===== src/rtl/i2s_controller.sv =====
// I2S bus master receiver: divides clk_in down to sck, drives ws, and assembles
// MSB-first serial data from sd_in into parallel samples with a one-clk valid strobe.
module i2s_controller #(
  parameter int SCK_HALF_PERIOD = 16,
  parameter int SLOT_BITS       = 32,
  parameter int DATA_WIDTH      = 24
) (
  input  logic                  clk_in,
  input  logic                  rst_in,
  input  logic                  sd_in,
  output logic                  sck,
  output logic                  ws,
  output logic [DATA_WIDTH-1:0] sample_out,
  output logic                  sample_valid,
  output logic                  sample_channel
);

  localparam int DIV_W = (SCK_HALF_PERIOD > 1) ? $clog2(SCK_HALF_PERIOD) : 1;
  localparam int BIT_W = (SLOT_BITS > 1) ? $clog2(SLOT_BITS) : 1;

  localparam logic [DIV_W-1:0] DIV_LAST  = DIV_W'(SCK_HALF_PERIOD - 1);
  localparam logic [BIT_W-1:0] BIT_LAST  = BIT_W'(SLOT_BITS - 1);
  localparam logic [BIT_W-1:0] DATA_LAST = BIT_W'(DATA_WIDTH);

  logic [DIV_W-1:0]      div_cnt;
  logic [BIT_W-1:0]      bit_cnt;
  logic [DATA_WIDTH-1:0] shift_reg;
  logic                  sd_meta;
  logic                  sd_sync;

  logic sck_tick;
  logic rise_evt;
  logic fall_evt;
  logic capture_bit;
  logic slot_end;

  // Edge events are decoded from the divider, never from the sck output itself.
  always_comb begin
    sck_tick    = (div_cnt == DIV_LAST);
    rise_evt    = sck_tick && !sck;
    fall_evt    = sck_tick && sck;
    capture_bit = (bit_cnt != '0) && (bit_cnt <= DATA_LAST);
    slot_end    = fall_evt && (bit_cnt == BIT_LAST);
  end

  always_ff @(posedge clk_in or negedge rst_in) begin
    if (!rst_in) begin
      div_cnt <= '0;
      sck     <= 1'b0;
    end else if (sck_tick) begin
      div_cnt <= '0;
      sck     <= ~sck;
    end else begin
      div_cnt <= div_cnt + 1'b1;
    end
  end

  // sd_in is an off-chip pin; sck edges are many clks apart, so the extra
  // two clks of synchroniser latency are well inside the half period.
  always_ff @(posedge clk_in or negedge rst_in) begin
    if (!rst_in) begin
      sd_meta <= 1'b0;
      sd_sync <= 1'b0;
    end else begin
      sd_meta <= sd_in;
      sd_sync <= sd_meta;
    end
  end

  always_ff @(posedge clk_in or negedge rst_in) begin
    if (!rst_in) begin
      bit_cnt        <= '0;
      shift_reg      <= '0;
      ws             <= 1'b0;
      sample_out     <= '0;
      sample_valid   <= 1'b0;
      sample_channel <= 1'b0;
    end else begin
      sample_valid <= 1'b0;
      if (rise_evt && capture_bit) begin
        shift_reg <= (shift_reg << 1) | DATA_WIDTH'(sd_sync);
      end
      if (slot_end) begin
        bit_cnt        <= '0;
        ws             <= ~ws;
        sample_out     <= shift_reg;
        sample_channel <= ws;
        sample_valid   <= 1'b1;
        shift_reg      <= '0;
      end else if (fall_evt) begin
        bit_cnt <= bit_cnt + 1'b1;
      end
    end
  end

endmodule


===== config.mk =====
export PLATFORM = sky130hd
export DESIGN_NAME = i2s_controller
export DESIGN_NICKNAME = d
export VERILOG_FILES = /design/src/rtl/i2s_controller.sv
export SDC_FILE = /design/constraint.sdc
export NUM_CORES = 1
export LEC_CHECK = 0
export CAP_MARGIN = 20
export CELL_PAD_IN_SITES_DETAIL_PLACEMENT = 0
export CELL_PAD_IN_SITES_GLOBAL_PLACEMENT = 1
export CORE_UTILIZATION = 47
export CTS_BUF_LIST = sky130_fd_sc_hd__clkbuf_4
export CTS_CLUSTER_SIZE = 40
export DETAILED_ROUTE_END_ITERATION = 8
export GPL_TIMING_DRIVEN = 0
export PLACE_DENSITY_LB_ADDON = 0.12
export SLEW_MARGIN = 20
export SYNTH_ARGS = -nofsm -noshare
export SYNTH_HDL_FRONTEND = slang
export SYNTH_SLANG_ARGS = --single-unit

===== constraint.sdc =====
create_clock -name clk_in -period 2.3 [get_ports clk_in]
set_input_delay 0.575 -clock clk_in [delete_from_list [all_inputs] [get_ports clk_in]]
set_output_delay 0.575 -clock clk_in [all_outputs]
set_load 0.01 [all_outputs]

* Word-level counts from Yosys, hierarchy flattened
Index checks and enable logic that the tools add are counted.
** Storage, ports and cells
- Bits in latches :: 0
- Memories :: 0
- ROM bits :: 0
- Word-level logic and storage cells :: 33
- Bits in registers :: 63
- Output and inout port bits :: 28
- Memory bits (writable) :: 0
** Operators by class
- Mux-type cells :: 6
- Bitwise operators :: 3
- Reduce and logical (&&, ||, !) cells :: 9
- $add $sub $neg :: 2
- $mul :: 0
- Eq/ne operators :: 2
- Shifts and indexed selects :: 0
- $lt $le $gt $ge :: 1
- Divide/modulo/power cells :: 0
** Operators with widths (number)
- 24-bit 2-to-1 mux :: 2
- 24-bit by 1-bit bitwise OR with 24-bit output :: 1
- 5-bit 2-to-1 mux :: 2
- 5-bit by 1-bit adder with 5-bit output (second input constant) :: 1
- 5-bit equality test (second input constant) :: 1
- 5-bit less-or-equal comparator (second input constant) :: 1
- 1-bit logical AND :: 5
- 5-bit nonzero test :: 1
- 4-bit by 1-bit adder with 4-bit output (second input constant) :: 1
- 4-bit equality test (second input constant) :: 1
- 4-bit 2-to-1 mux :: 1
- 2-bit nonzero test :: 2
- 1-bit NOT :: 2
- 1-bit zero test :: 1
- 1-bit 2-to-1 mux :: 1

* Logic depth before layout (Yosys ltp)
Gate-level depths: netlist of the first run.
- Word-level depth :: 5
- Depth in mapped cells :: 7
- Depth with buffers taken out :: 6

* Worst setup path after synthesis of the first run
Ideal clock, no wire load.
- Path kind :: flip-flop to flip-flop
- From :: register bit_cnt[0]
- To :: register sample_out[10]
- Setup time :: 0.125 ns
- Data required time :: 2.175 ns
- Stages on the path, launching flop included :: 8
- Period minus slack after synthesis :: 2.035 ns
- Path slack :: 0.265 ns
- Arrival :: 1.911 ns
- Cell sequence :: dfrtp_1 ha_1 and3_1 ha_1 nand2_1 nor2_2 buf_4 mux2_2
** Between the ends
- Longest elaborated chain between the ends :: 2
** Ends and longest elaborated chain
- from (decl) :: line 26 : logic [BIT_W-1:0] bit_cnt;
- from (signal assigned) :: line 91 : bit_cnt <= bit_cnt + 1'b1;
- 5-bit equality test :: line 43 : slot_end = fall_evt && (bit_cnt == BIT_LAST);
- 1-bit logical AND :: line 43
- to (signal assigned) :: line 86 : sample_out <= shift_reg;
- to (decl) :: line 13 : output logic [DATA_WIDTH-1:0] sample_out,
Every way passes these cells.
A chain may end at the register's enable or synchronous reset.

* Final worst setup path of the first run
- From :: register bit_cnt[0]
- To :: register sample_out[7]
The elaborated chain is that of the path after synthesis.

==> results of run 1 <==
## area by class of cell
class                   instances  area [sq um]
plain buffers                  10          63.8
clock buffers                  11          82.6
clock inverters                 5          72.6
fillers                       446          2020
inverters                      27           101
multi-input cells             107           900
flip-flops and latches         63          1580
well taps                      70          87.6
repair buffers                 33           333
## synth_stat cells
master and n:
clkbuf_1 4, dfrtp_1 63, a21o_1 1, o21ai_0 28
mux2i_1 24, nand2_1 2, a21oi_1 2, and2_1 1
and3_1 1, nor3_1 1, nor4b_1 2, a31oi_1 1
mux2_2 26, nand3_1 2, a211o_1 1, xnor2_1 1
buf_4 2, nor2_2 1, xor2_1 2, or3_1 1
buf_2 2, nand4_1 1, ha_1 4, nand2b_1 2
buf_6 2, inv_1 27, nor3b_1 1, a2111o_1 1
nand3_2 1
## cells by family after synthesis
group | synth area share (%)
flops | 59.8
mux | 20.2
buf+inv | 6.22
compound gates | 6.98
simple gates | 3.85
fa+ha+maj | 1.90
xor+xnor | 0.997
## worst paths after layout
| check | from | to | slack (ps) | cells after the start |
|---|---|---|---|---|
| setup / recovery | bit_cnt[0] | sample_out[7] | 180 | 7 |
| hold / removal | rst_in | div_cnt[2] | 110 | 1 |
| setup reg to reg | bit_cnt[0] | sample_out[7] | 180 | 7 |
| hold reg to reg | sd_meta | sd_sync | 360 | 0 |
| max in group asynchronous | rst_in | sck | 1680 | 2 |
| min in group clk_in | sd_meta | sd_sync | 360 | 0 |
## through the flow
stage | TNS, ps | hold slack [ps]
6_report | 0 | 110
5_1_grt | 0 | 120
4_1_cts | 0 | 107
3_5_place_dp | -2940 | 341
3_3_place_gp | -94170 | 337
2_1_floorplan | 0 | 279
## power by group through the flow
stage	combinational, mW	clock [mW]	sequential, mW
2_1_floorplan	0.00143	0	1.13
3_3_place_gp	0.0275	0	1.13
3_5_place_dp	0.0314	0	1.13
4_1_cts	0.0315	0.869	1.11
5_1_grt	0.0353	0.917	1.11
6_report	0.0294	0.849	1.11
## cells in the final DEF, fill, tap and decap left out, types with 2 or more instances in the layout
master,count
o21ai_0,28
clkinv_1,2
clkbuf_1,3
buf_2,2
buf_4,5
nand2_1,2
a21oi_1,2
ha_1,4
nand3_1,2
dfrtp_1,63
nor4b_1,2
bufinv_16,2
clkbuf_4,11
xor2_1,2
mux2i_1,24
inv_1,27
buf_6,2
mux2_2,26
nand2b_1,2
clkdlybuf4s50_1,29
## timing repair
item | in CTS | in global routing
buffers inserted | 2 | 0
setup endpoints to repair | 17 | 1
gates resized for setup | 1 | 2
pin swaps | 1 | 0
## worst max-delay path: stages (launching register included)
cell	delay [ps]
dfrtp_1	430
ha_1	200
and3_1	160
ha_1	240
nand2_1	210
nor2_4	190
buf_4	220
mux2_2	350
## layer usage
metal / up-vias / part of all wire [%]
met4: 0 / 2.3
met5: - / 0
met1: 818 / 49
met2: 31 / 45
li1: 797 / -
met3: 10 / 3.7
==> metrics.txt, run 1 <==
power share of the combinational group=1.5%; Internal Power=1.57 mW; fin. max-slew vios=0; Cell Pwr Density=618 nW/um^2; Final Skew=12.3 ps; IO buf count=30; die area=5910 sq um; routability cong.=0.685; sw frac=20.9%; Slew HR=71.3%; gr busiest metal=met1; Worst-path clk slew=100 ps; first-pass GRT wire length=8150 um; Unique masters post-synth=29; DR iter-0 viols=71; Final ANT Viol Nets=0; sequential area share after synthesis=59.8%; placed cells=308; largest area contributor in the netlist=dfrtp_1; Achievable Freq=0.473 GHz; via count=1656; worst skew pair latency=390 ps; FP Rows=26; fin crit share=92.0%; NumNets Final=258; Startpoint Class=register; average size of a mapped cell=12.7 sq um; layout cells sized above 1=20.7%; vias in the first global route=1679; Switching Power=0.415 mW; critical path class=register to register; GR Util met2=25.4%; fin area=3220 sq um; antenna diode count=0; vias per cell=5.08; clock sinks=63; Final Power=1.99 mW; Mapped Area=2640 sq um; Synth Register Bits=63; Synth top area share=59.8%; largest cells by area after synthesis=dfrtp_1 (60%), mux2_2 (11%), mux2i_1 (9.1%), o21ai_0 (5.3%), inv_1 (3.8%); worst slack, placed=-186 ps; Tmin final=2120 ps; drt drc=0; GRT met3 Usage=4.52%; cell count after synthesis=207; initial antenna violation count=0; met1 usage in global routing=25.8%; status=finished, final reports clean; Req. time, crit path=2580 ps; clock share of power=42.7%; Detailed Routing Iterations Pass 1=4; worst setup margin=185 ps; CTS max path bufs=2; hpwl dp=2930 um; HP Class=primary input to asynchronous set/reset pin; Synth Net Count=214; Synth Warn #=0; sequential share of power=55.8%; Worst Path Max Fanout=10; max-cap violation count=0; grt total ovfl=0; H-Tree Depth=3; # hold bufs at CTS=0; clk root buf=clkbuf_4; final hold viol count=0; WP data arrival=2390 ps; fin cells=326; cell leakage power=1.62 nW; Die W=76.9 um; die height=76.9 um; final design utilization=61.4%; routed wire length=4620 um; Least-Margin Pin Slew=430 ps; Placement Cell Area=3040 sq um; RSZ-0062 raised after global routing=no; Area growth syn-to-layout=22.1%; core area=5240 sq um; GRT Overall Usage=18.2%; I/O Pins=31; critical path endpoint category=register; drt wl/cell=14.2 um; TritonCTS Buffers=9; CTS tree=yes; peak supply drop=0.335 mV; pin count of the biggest net entering global routing=34; Initial Utilization=50.3%; Final setup viols=0
Power figures use the tool's default switching activity.
==> run 2: changes to the inputs <==
--- a/config.mk
+++ b/config.mk
@@ -8,8 +8,8 @@
 export CAP_MARGIN = 20
 export CELL_PAD_IN_SITES_DETAIL_PLACEMENT = 0
 export CELL_PAD_IN_SITES_GLOBAL_PLACEMENT = 1
-export CORE_UTILIZATION = 47
-export CTS_BUF_LIST = sky130_fd_sc_hd__clkbuf_4
+export CORE_MARGIN = 2
+export CORE_UTILIZATION = 45
 export CTS_CLUSTER_SIZE = 40
 export DETAILED_ROUTE_END_ITERATION = 8
 export GPL_TIMING_DRIVEN = 0
==> run 2 against run 1 <==
First-iteration DRC count is 21% lower; critical endpoint unchanged; largest power group unchanged; sequential share of layout area is 0.30 points lower; critical path type unchanged; sequential cell count stayed put.
==> metrics.txt, run 2 (synthesized netlist as in run 1, its figures left out) <==
layout cells sized above 1=20.8% (was 20.7%); Buf+Inv Stages, Crit Path=1 (unchanged); clock sinks=63 (unchanged); HP Class=primary input to asynchronous set/reset pin (unchanged); Initial Utilization=47.3% (was 50.3%); hpwl dp=2990 um (was 2930 um); terminus of the critical flop-to-flop path=sample_out[7] (unchanged); critical path class=register to register (unchanged); Req. time, crit path=2520 ps (was 2580 ps); Final Skew=6.51 ps (was 12.3 ps); cell leakage power=1.62 nW (about the same); via count=1672 (was 1656); met1 WL=2350 um (was 2270 um); worst skew pair latency=340 ps (was 390 ps); drt wl/cell=14.5 um (was 14.2 um); routed wire length=4730 um (was 4620 um); status=finished, final reports clean (unchanged); Switching Power=0.436 mW (was 0.415 mW); setup TNS=0 ps (unchanged); peak supply drop=0.435 mV (was 0.335 mV); max-cap violation count=0 (unchanged); Least-Margin Pin Slew=415 ps (was 430 ps); Hold WS=112 ps (was 110 ps); r2r setup slk=220 ps (was 180 ps); grt total ovfl=0 (unchanged); I/O Pins=31 (unchanged); met2 wire length=2100 um (was 2070 um); # hold bufs at CTS=0 (unchanged); RSZ-0062 raised after global routing=no (unchanged); clk root buf=clkbuf_8 (was clkbuf_4); final design utilization=58.1% (was 61.4%); Worst Path Max Fanout=10 (unchanged); most frequent CP cell=ha_1 (unchanged); Worst-path clk slew=70 ps (was 100 ps); power share of the combinational group=1.6% (was 1.5%); CP cell instances=ha_1 -> and3_1 -> ha_1 -> nand2_2 -> nor2_4 -> buf_4 -> mux2_2 (was ha_1 -> and3_1 -> ha_1 -> nand2_1 -> nor2_4 -> buf_4 -> mux2_2); drt drc=0 (unchanged); Achievable Freq=0.480 GHz (was 0.473 GHz); CTS tree=yes (unchanged); vias in the first global route=1584 (was 1679); Cell Pwr Density=607 nW/um^2 (was 618 nW/um^2); initial antenna violation count=0 (unchanged); crit-path max cell delay=410 ps (was 430 ps); Internal Power=1.53 mW (was 1.57 mW); final hold viol count=0 (unchanged); antenna diode count=0 (unchanged); Final Power=1.96 mW (was 1.99 mW); FP Rows=27 (was 26); IO buf count=30 (unchanged); die height=80.5 um (was 76.9 um); sw frac=22.2% (was 20.9%); uppermost layer routed=met4 (unchanged); commonest non-fill, non-tap cells in the layout=dfrtp_1 (63), clkdlybuf4s50_1 (29), o21ai_0 (28), inv_1 (27), mux2_2 (26) (unchanged); Largest delay share family, worst path=simple AND/OR/NAND/NOR gates (unchanged); fin. max-slew vios=0 (unchanged); Final ANT Viol Nets=0 (unchanged); clock share of power=41.8% (was 42.7%); routability cong.=0.695 (was 0.685); WP data arrival=2310 ps (was 2390 ps); worst reg2reg path depth=7 (unchanged); TritonCTS Buffers=9 (unchanged); commonest non-fill, non-tap cell in the layout=dfrtp_1 (unchanged); DR iter-0 viols=56 (was 71); GRT Overall Usage=16.7% (was 18.2%); first-pass GRT wire length=8030 um (was 8150 um); core area=5570 sq um (was 5240 sq um); Crit-path slowest cell=dfrtp_1 (unchanged); H-Tree Depth=3 (unchanged); CTS max path bufs=2 (unchanged); fin crit share=90.6% (was 92.0%); Slew HR=72.3% (was 71.3%); Area growth syn-to-layout=22.8% (was 22.1%); Detailed Routing Iterations Pass 1=4 (unchanged); Final setup viols=0 (unchanged); pin count of the biggest net entering global routing=46 (was 34); die area=6480 sq um (was 5910 sq um); sequential share of power=56.6% (was 55.8%); vias per cell=5.11 (was 5.08); Startpoint Class=register (unchanged); launching point of the worst reg2reg path=bit_cnt[0] (unchanged); WL met3=187 um (was 170 um); Die W=80.5 um (was 76.9 um); Tmin final=2080 ps (was 2120 ps); NumNets Final=258 (unchanged); critical path endpoint category=register (unchanged)
==> run 2: worst max-delay path by stage <==
stage	startpoint	slack [ps]	cells past startpoint	end
3_5_place_dp	bit_cnt[0]	-210	7	sample_out[7]
6_report	bit_cnt[0]	220	7	sample_out[7]
5_1_grt	bit_cnt[0]	60	7	sample_out[20]
3_3_place_gp	rst_in	-1450	1	sample_valid
2_1_floorplan	bit_cnt[0]	260	7	sample_out[10]
4_1_cts	bit_cnt[0]	150	7	sample_out[18]
==> run 2: area by class of cell <==
class / instances / area [sq um]
flip-flops and latches: 63 / 1580
fillers: 497 / 2340
clock inverters: 4 / 22.5
clock buffers: 11 / 141
multi-input cells: 107 / 902
plain buffers: 10 / 62.6
repair buffers: 33 / 340
inverters: 27 / 101
well taps: 72 / 90.1
==> run 2: power groups by stage <==
stage | Sequential [mW] | Combinational [mW] | Clock [mW]
after floorplan | 1.13 | 0.00143 | 0
after global placement | 1.13 | 0.0274 | 0
after detailed placement | 1.13 | 0.0335 | 0
after CTS | 1.11 | 0.0335 | 0.855
after global routing | 1.11 | 0.0371 | 0.898
final | 1.11 | 0.0312 | 0.820
==> run 2: metrics by stage <==
| stage | instance area [sq um] | setup WS, ps | std cells |
|---|---|---|---|
| after floorplan | 2640 | 265 | 207 |
| after global placement | 3030 | -1450 | 309 |
| after detailed placement | 3050 | -209 | 310 |
| after CTS | 3230 | 150 | 327 |
| after global routing | 3240 | 61.9 | 327 |
| final | 3240 | 217 | 327 |
==> run 2: routing by layer <==
metal  up-vias  GRT usage (%)
met5         -              0
met4         0           9.66
met2        31           22.4
met1       842           24.3
met3         9           4.27
li1        790              -
==> run 2: what timing repair did <==
action                                  4_1_cts  5_1_grt
buffers inserted                              2        0
gates resized for setup                       1        1
pin swaps                                     1        0
endpoints found under the setup margin       17       17
==> run 3: changes to the inputs <==
--- a/config.mk
+++ b/config.mk
@@ -14,7 +14,6 @@
 export DETAILED_ROUTE_END_ITERATION = 8
 export GPL_TIMING_DRIVEN = 0
 export PLACE_DENSITY_LB_ADDON = 0.12
-export SLEW_MARGIN = 20
 export SYNTH_ARGS = -nofsm -noshare
 export SYNTH_HDL_FRONTEND = slang
 export SYNTH_SLANG_ARGS = --single-unit
==> run 3 against run 2 <==
Clock-buffer cell count is the same; cell count shrank 0.31%; combinational power shrank 21%; clock skew shrank 1.1 ps; critical path type unchanged.
==> metrics.txt, run 3 (synthesized netlist as in run 1, its figures left out) <==
cell leakage power=1.61 nW (was 1.62 nW); most frequent CP cell=ha_1 (unchanged); first-pass GRT wire length=7960 um (was 8030 um); # hold bufs at CTS=0 (unchanged); H-Tree Depth=3 (unchanged); worst skew pair latency=330 ps (was 340 ps); status=finished, final reports clean (unchanged); layout cells sized above 1=20.1% (was 20.8%); met1 usage in global routing=23.1% (was 24.3%); via count=1665 (was 1672); gr busiest metal=met1 (unchanged); vias in the first global route=1635 (was 1584); WP data arrival=2330 ps (was 2310 ps); peak supply drop=0.455 mV (was 0.435 mV); Cell Pwr Density=610 nW/um^2 (was 607 nW/um^2); DR iter-0 viols=68 (was 56); Least-Margin Pin Slew=788 ps (was 415 ps); max-cap violation count=0 (unchanged); Achievable Freq=0.472 GHz (was 0.480 GHz); die area=6480 sq um (unchanged); Die W=80.5 um (unchanged); fin. max-slew vios=0 (unchanged); vias per cell=5.11 (about the same); CTS tree=yes (unchanged); Placement Cell Area=3020 sq um (was 3050 sq um); fin area=3210 sq um (was 3240 sq um); Req. time, crit path=2510 ps (was 2520 ps); clk root buf=clkbuf_8 (unchanged); IO buf count=30 (unchanged); Worst-path clk slew=70 ps (about the same); grt total ovfl=0 (unchanged); antenna diode count=0 (unchanged); die height=80.5 um (unchanged); drt wl/cell=14.2 um (was 14.5 um); Startpoint Class=register (unchanged); clock sinks=63 (unchanged); fin crit share=92.1% (was 90.6%); Area growth syn-to-layout=21.7% (was 22.8%); GRT Overall Usage=16.4% (was 16.7%); hpwl dp=2840 um (was 2990 um); Buf+Inv Stages, Crit Path=1 (unchanged); critical path endpoint category=register (unchanged); TritonCTS Buffers=9 (unchanged); Worst Path Max Fanout=10 (unchanged); Final Power=1.95 mW (was 1.96 mW); core area=5570 sq um (unchanged); crit-path max cell delay=410 ps (about the same); NumNets Final=257 (was 258); Largest delay share family, worst path=simple AND/OR/NAND/NOR gates (unchanged); RSZ-0062 raised after global routing=no (unchanged); HP Class=primary input to asynchronous set/reset pin (unchanged); Final ANT Viol Nets=0 (unchanged); commonest non-fill, non-tap cells in the layout=dfrtp_1 (63), clkdlybuf4s50_1 (29), o21ai_0 (28), inv_1 (27), mux2_2 (26) (unchanged); final design utilization=57.5% (was 58.1%); FP Rows=27 (unchanged); CTS max path bufs=2 (unchanged); initial antenna violation count=0 (unchanged); routability cong.=0.695 (unchanged); Initial Utilization=47.3% (unchanged); placed cells=309 (was 310); routed wire length=4640 um (was 4730 um); Final setup viols=0 (unchanged); CP cell instances=ha_1 -> and3_1 -> ha_1 -> nand2_1 -> nor2_4 -> buf_4 -> mux2_2 (was ha_1 -> and3_1 -> ha_1 -> nand2_2 -> nor2_4 -> buf_4 -> mux2_2); final hold viol count=0 (unchanged); pin count of the biggest net entering global routing=64 (was 46); Slew HR=47.4% (was 72.3%); Final Skew=5.45 ps (was 6.51 ps); commonest non-fill, non-tap cell in the layout=dfrtp_1 (unchanged); drt drc=0 (unchanged); fin cells=326 (was 327); GR Util met2=22.9% (was 22.4%); Crit-path slowest cell=dfrtp_1 (unchanged); Tmin final=2120 ps (was 2080 ps); GRT met3 Usage=6.29% (was 4.27%); Detailed Routing Iterations Pass 1=4 (unchanged); I/O Pins=31 (unchanged); Hold WS=318 ps (was 112 ps); critical path class=register to register (unchanged)
[run 3: worst register-to-register path: cells and delay by family, from the launching register on]
| kind | cells | cell delay [ps] |
|---|---|---|
| buffers and inverters | 1 | 220 |
| flip-flops | 1 | 410 |
| AND/OR/NAND/NOR | 3 | 560 |
| multiplexers | 1 | 360 |
| adder cells (fa/ha/maj) | 2 | 450 |
[run 3: worst paths after layout]
check	startpoint	to	slack, ps	depth (start not counted)
max	bit_cnt[0]	sample_out[8]	180	7
min	rst_in	div_cnt[2]	320	1
max reg2reg	bit_cnt[0]	sample_out[8]	180	7
min reg2reg	sd_meta	sd_sync	360	0
max in group asynchronous	rst_in	sample_out[6]	1450	1
min in group clk_in	sd_meta	sd_sync	360	0
[run 3: final cells by class]
cell class	count	area [sq um]
clock inverter	4	22.5
inverter	27	101
multi-input combinational	107	900
buffer	10	62.6
timing repair buffer	32	313
tap	72	90.1
fill	498	2370
sequential	63	1580
clock buffer	11	141
[run 3: layer usage]
layer / share of wire (%) / vias up
met2: 45 / 29
met3: 3.6 / 6
met1: 50 / 844
li1: - / 786
met4: 1.1 / 0
met5: 0 / -
[run 3: through the flow]
| stage | worst slack (ps) | TNS [ps] |
|---|---|---|
| after global routing | 33.0 | 0 |
| final | 183 | 0 |
| after global placement | -1450 | -94040 |
| after floorplan | 265 | 0 |
| after detailed placement | -185 | -2900 |
| after CTS | 164 | 0 |
[run 3: timing repair]
item | CTS | global route
endpoints found under the hold margin | 0 | 0
gates resized for setup | 1 | 0
endpoints found under the setup margin | 17 | 0
setup buffers | 2 | 0
[run 3: power breakdown]
part / total [mW] / internal [mW] / switching [mW]
logic: 0.0247 / 0.00329 / 0.0214
registers: 1.11 / 1.11 / 0.00130
clock network: 0.818 / 0.409 / 0.409
total: 1.95 / 1.52 / 0.432
